`config.mk`:
```
export PLATFORM = sky130hd
export DESIGN_NAME = pc_fetch_controller
export DESIGN_NICKNAME = d
export VERILOG_FILES = /design/src/rtl/pc_fetch_controller.sv
export SDC_FILE = /design/constraint.sdc
export NUM_CORES = 1
export LEC_CHECK = 0
export CORE_MARGIN = 2
export CORE_UTILIZATION = 35
export DETAILED_ROUTE_END_ITERATION = 10
export DONT_BUFFER_PORTS = 1
export PLACE_DENSITY_LB_ADDON = 0.1
export SETUP_SLACK_MARGIN = 0.1
export SLEW_MARGIN = 5
export SYNTH_ARGS = -nofsm -noshare
export SYNTH_HDL_FRONTEND = slang
export SYNTH_SLANG_ARGS = --single-unit
export TNS_END_PERCENT = 1
```
`constraint.sdc`:
```
create_clock -name i_clk -period 2.6 [get_ports i_clk]
set_input_delay 0.26 -clock i_clk [delete_from_list [all_inputs] [get_ports i_clk]]
set_output_delay 0.26 -clock i_clk [all_outputs]
set_load 0.05 [all_outputs]
```
`src/rtl/pc_fetch_controller.sv`:
```
// Instruction fetch controller: one outstanding imem request, single-entry decode buffer, prioritised PC redirects.
// Optional macro PC_MISALIGN_TRAP_EN reroutes misaligned redirect targets to i_trap_vec and pulses o_misalign.
module pc_fetch_controller #(
  parameter int unsigned     XLEN     = 32,
  parameter logic [XLEN-1:0] RESET_PC = 32'h4000_0000
) (
  input  logic            i_clk,
  input  logic            i_rst_n,
  input  logic [XLEN-1:0] i_pc_curr,
  output logic            o_pc_write,
  output logic [XLEN-1:0] o_pc_next,
  output logic            o_imem_req,
  output logic [XLEN-1:0] o_imem_addr,
  input  logic            i_imem_gnt,
  input  logic            i_imem_rvalid,
  input  logic [31:0]     i_imem_rdata,
  output logic            o_instr_valid,
  output logic [31:0]     o_instr,
  output logic [XLEN-1:0] o_instr_pc,
  input  logic            i_instr_ready,
  input  logic            i_trap,
  input  logic [XLEN-1:0] i_trap_vec,
  input  logic            i_mret,
  input  logic [XLEN-1:0] i_mepc,
  input  logic            i_br_taken,
  input  logic [XLEN-1:0] i_br_target,
  output logic            o_misalign
);

  typedef enum logic [1:0] {
    S_IDLE,
    S_REQ,
    S_WAIT,
    S_VALID
  } state_e;

  state_e          state_q, state_d;
  logic            discard_q, discard_d;
  logic [31:0]     instr_q, instr_d;
  logic [XLEN-1:0] instr_pc_q, instr_pc_d;
  logic [XLEN-1:0] fetch_pc_q, fetch_pc_d;

  logic            redirect;
  logic            misalign;
  logic [XLEN-1:0] sel_target;
  logic [XLEN-1:0] redir_target;

  // Redirects are gated by reset so the PC outputs stay at their reset values.
  assign redirect = i_rst_n & (i_trap | i_mret | i_br_taken);

  always_comb begin
    sel_target = i_br_target;
    if (i_mret) sel_target = i_mepc;
    if (i_trap) sel_target = i_trap_vec;
  end

`ifdef PC_MISALIGN_TRAP_EN
  assign misalign     = redirect & (sel_target[1:0] != 2'b00);
  assign redir_target = misalign ? i_trap_vec : sel_target;
`else
  assign misalign     = 1'b0;
  assign redir_target = sel_target;
`endif

  assign o_misalign  = misalign;
  assign o_imem_addr = i_pc_curr;
  assign o_instr     = instr_q;
  assign o_instr_pc  = instr_pc_q;

  always_comb begin
    state_d       = state_q;
    discard_d     = discard_q;
    instr_d       = instr_q;
    instr_pc_d    = instr_pc_q;
    fetch_pc_d    = fetch_pc_q;
    o_imem_req    = 1'b0;
    o_instr_valid = 1'b0;
    o_pc_write    = 1'b0;
    o_pc_next     = RESET_PC;

    case (state_q)
      S_IDLE: begin
        state_d = S_REQ;
      end
      S_REQ: begin
        o_imem_req = 1'b1;
        if (i_imem_gnt) begin
          fetch_pc_d = i_pc_curr;
          discard_d  = redirect;
          state_d    = S_WAIT;
        end
      end
      S_WAIT: begin
        // Stay here until the outstanding response returns, even when it is to be dropped.
        if (redirect) discard_d = 1'b1;
        if (i_imem_rvalid) begin
          discard_d = 1'b0;
          if (discard_q || redirect) begin
            state_d = S_REQ;
          end else begin
            instr_d    = i_imem_rdata;
            instr_pc_d = fetch_pc_q;
            state_d    = S_VALID;
          end
        end
      end
      S_VALID: begin
        o_instr_valid = 1'b1;
        if (redirect) begin
          instr_d    = '0;
          instr_pc_d = '0;
          state_d    = S_REQ;
        end else if (i_instr_ready) begin
          o_pc_write = 1'b1;
          o_pc_next  = instr_pc_q + XLEN'(4);
          state_d    = S_REQ;
        end
      end
      default: begin
        state_d = S_IDLE;
      end
    endcase

    if (redirect) begin
      o_pc_write = 1'b1;
      o_pc_next  = redir_target;
    end
  end

  always_ff @(posedge i_clk or negedge i_rst_n) begin
    if (!i_rst_n) begin
      state_q    <= S_IDLE;
      discard_q  <= 1'b0;
      instr_q    <= '0;
      instr_pc_q <= '0;
      fetch_pc_q <= '0;
    end else begin
      state_q    <= state_d;
      discard_q  <= discard_d;
      instr_q    <= instr_d;
      instr_pc_q <= instr_pc_d;
      fetch_pc_q <= fetch_pc_d;
    end
  end

endmodule

```
==> results by group <==
Status
  – Status: finished with violations
  – Failing checks: hold timing, setup timing

Worst setup path
  – Data arrival, critical path: 2360 ps
  – Crit end category: output port
  – CP Class: reg -> out
  – Worst-path fanout max: 7
  – Crit start category: flop
  – Critical Path RT: ~2300 ps

Drt
  – Drt pass-1 iters: 4
  – DRC: 0
  – Via-per-instance ratio: 5.68
  – Vias: 4,413
  – Starting DRT DRC Count: 211
  – Post-DRT Antenna Nets: 0
  – Wirelength per Cell: approximately 23 um
  – WL final: 18,000 um

Cells and area
  – Synth-to-layout area growth: 21.8%
  – Nets: between 700 and 800
  – Final cell count without fillers: 777
  – Post-layout util: 0.432
  – Ratio of cells with drive above 1 in the final layout: 0.321

Global route
  – Vias in the first global route: ~4,500
  – Largest net degree at the start of global routing: 102
  – GRT Total Usage: 0.208
  – Initial antenna violation count: 1
  – First-pass GRT wire length: around 26,000 um
  – Total congestion overflow: 0

CTS
  – Number of CTS-inserted buffers: 9
  – CTS tree: done
  – Clk root buf: clkbuf_16
  – Reg clk slew, reported paths: 70 ps
  – Clock Latency Late Sink: 350 ps
  – Clock sink count: between 90 and 100
  – Clock tree buffer depth: 2
  – H-tree levels: 3

Placed design
  – Gpl congestion: 0.811
  – Final HPWL DP: 13,700 um
  – # placed instances: 755
  – I/O Buffers: 0

Logic synthesis
  – Post-synthesis compound-gate area fraction: 0.202
  – Yosys warning count: 0
  – Combinational family with the most area after synthesis: compound AO/OA/AOI/OAI gates
  – Post-synthesis simple-gate area fraction: 0.113
  – Register area share after synthesis: 0.444
  – Post-synth net total: slightly above 700
  – Adder-Cell Fraction of Synth Area: 0.0112
  – Yosys reg bits: 99
  – Multiplexer area fraction after synthesis: 0.128
  – Synth area leaders: dfrtp_1, a22o_1, mux2_2
  – Largest area contributor in the netlist: dfrtp_1
  – Mapped Area: 0.00558 mm^2
  – Post-synth cell types: 45
  – Top cell type's share of synthesized area: 0.444
  – Synthesized area per cell: 10.4 um^2
  – Post-Syn Instances: 536
  – Post-Synth XOR/XNOR Area: 0.0189

Floorplanning
  – Initial Utilization: 0.355
  – Die span in y: 130 um
  – Core Box Area: 0.0157 mm^2
  – Rows: 46
  – Die area: about 0.017 mm^2
  – Die W: 130 um
  – Ports: 300

STA
  – Final Cycle Share: 1.01
  – Final setup vio count: 3
  – Slew Limit Fails: 0
  – Worst-margin pin slew: 740 ps
  – Final worst slack: -24.4 ps
  – Max-slew headroom: 0.506
  – Worst-case clock skew: 5.72 ps
  – Tmin final: 2620 ps
  – Count of final hold-check violations: 99
  – Hold_ws: -392 ps
  – Fmax: 381 MHz
  – RSZ-0062 raised after global routing: true

Worst hold path
  – Min-Delay Path Class: in -> async

Power and ir drop
  – Worst vdd ir: 475 uV
  – Total power: between 7 and 8 mW
  – PwrDens: 1040 mW/mm^2
  – Pleak: about 2.9 nW

Run
  – Max_cap viols: 0
==> sequential cells by signal, indices dropped and copies added (netlist names) <==
| name | cells |
|---|---|
| fetch_pc_q | 32 |
| discard_q | 1 |
| o_instr | 32 |
| o_instr_pc | 32 |
| state_q | 2 |
==> final timing paths <==
path                             startpoint        endpoint  slack (ps)  depth (start not counted)
max in group asynchronous           i_rst_n  fetch_pc_q[24]        2830                          0
min in group i_clk         i_imem_rdata[16]     o_instr[16]          50                          1
hold reg to reg               fetch_pc_q[1]   o_instr_pc[1]         500                          1
hold / removal                      i_rst_n  fetch_pc_q[16]        -390                          0
setup / recovery              o_instr_pc[9]   o_pc_next[23]         -20                          5
setup reg to reg                 state_q[0]  o_instr_pc[12]         470                          6
==> metal layers <==
layer	wire, um	up-vias	track usage
met1	7330	2137	0.253
met5	0	-	0
met2	9200	242	0.374
met3	1280	13	0.0394
li1	-	2021	-
met4	189	0	0.0601
==> critical path, cell delays in order (launching register included) <==
cell      delay, ps
dfrtp_2         390
nand3_2         130
or4_4           620
or4_1           500
o211ai_1        180
buf_12          190
==> area by class of cell <==
| cell class | count | area, um^2 |
|---|---|---|
| Antenna cell | 1 | 2.50 |
| Clock buffer | 12 | 246 |
| Clock inverter | 4 | 33.8 |
| Fill cell | 1502 | 8920 |
| Inverter | 6 | 22.5 |
| Multi-Input combinational cell | 357 | 2840 |
| Sequential cell | 99 | 2490 |
| Tap cell | 216 | 270 |
| Timing Repair Buffer | 82 | 885 |
==> metrics by stage <==
step | area, um^2 | setup slack [ps] | TNS [ps]
after floorplan | 5690 | -225 | -711
after global placement | 6340 | 219 | 0
after detailed placement | 6340 | 195 | 0
after CTS | 6700 | -22.1 | -52.1
after global routing | 6790 | -73.2 | -713
final | 6790 | -24.4 | -42.1
==> power breakdown <==
part,switching [mW],total [mW],internal [mW]
registers,0.819,2.93,2.11
clock network,0.583,1.27,0.683
logic,1.75,2.87,1.12
total,3.15,7.06,3.91
==> synthesized netlist by cell type, drive strengths merged <==
| cell | number |
|---|---|
| o311ai | 3 |
| a31oi | 3 |
| o22ai | 12 |
| mux2i | 33 |
| ha | 5 |
| o21a | 1 |
| mux2 | 34 |
| and3 | 4 |
| o211ai | 22 |
| a22o | 64 |
| a31o | 1 |
| xor2 | 7 |
| clkbuf | 24 |
| conb | 1 |
| dfrtp | 99 |
| inv | 6 |
| a21oi | 27 |
| a211oi | 1 |
| nor3 | 3 |
| nor4 | 2 |
| a32oi | 1 |
| nand2 | 26 |
| buf | 51 |
| xnor2 | 5 |
| and2 | 1 |
| nand3 | 19 |
| nand2b | 1 |
| o31ai | 2 |
| or2 | 2 |
| nand4 | 10 |
| o31a | 1 |
| and4 | 3 |
| nor2 | 28 |
| or4 | 17 |
| or3 | 4 |
| a22oi | 1 |
| o21ai | 12 |
==> placed cells by master (no fill, tap or decap), types with 4 or more instances in the layout <==
master     instances
mux2_2            34
or4_4              4
nand3_1           15
mux2i_1           33
buf_12            16
or3_1              4
o21ai_0            8
buf_4             57
buf_6              5
o22ai_2           10
nand2_1           24
o21ai_1            4
or4_1             14
dfrtp_2           14
xor2_1             6
dfrtp_1           85
nand4_1           10
nor2_1            27
a21oi_1           27
xnor2_1            5
inv_1              6
clkbuf_16         11
o211ai_1          22
a22o_1            64
==> repair_timing <==
action / 4_1_cts / 5_1_grt
hold endpoints to repair: 99 / 99
cloned: 1 / 0
buffers inserted: 2 / 2
pin swaps: 7 / 5
setup endpoints to repair: 20 / 17
gates resized for setup: 11 / 23
==> cell families (layout without fill, tap and decap cells) <==
logic type	after synthesis	after routing
xor gates and xnor gates	12	12
and+or+nand+nor	120	121
muxes	67	67
DFF	99	99
other	1	2
buffers and inverters	81	104
AOI/OAI and AO/OA	151	151
adders and majority gates	5	5
Note: power is estimated with default switching activity, not from simulation.
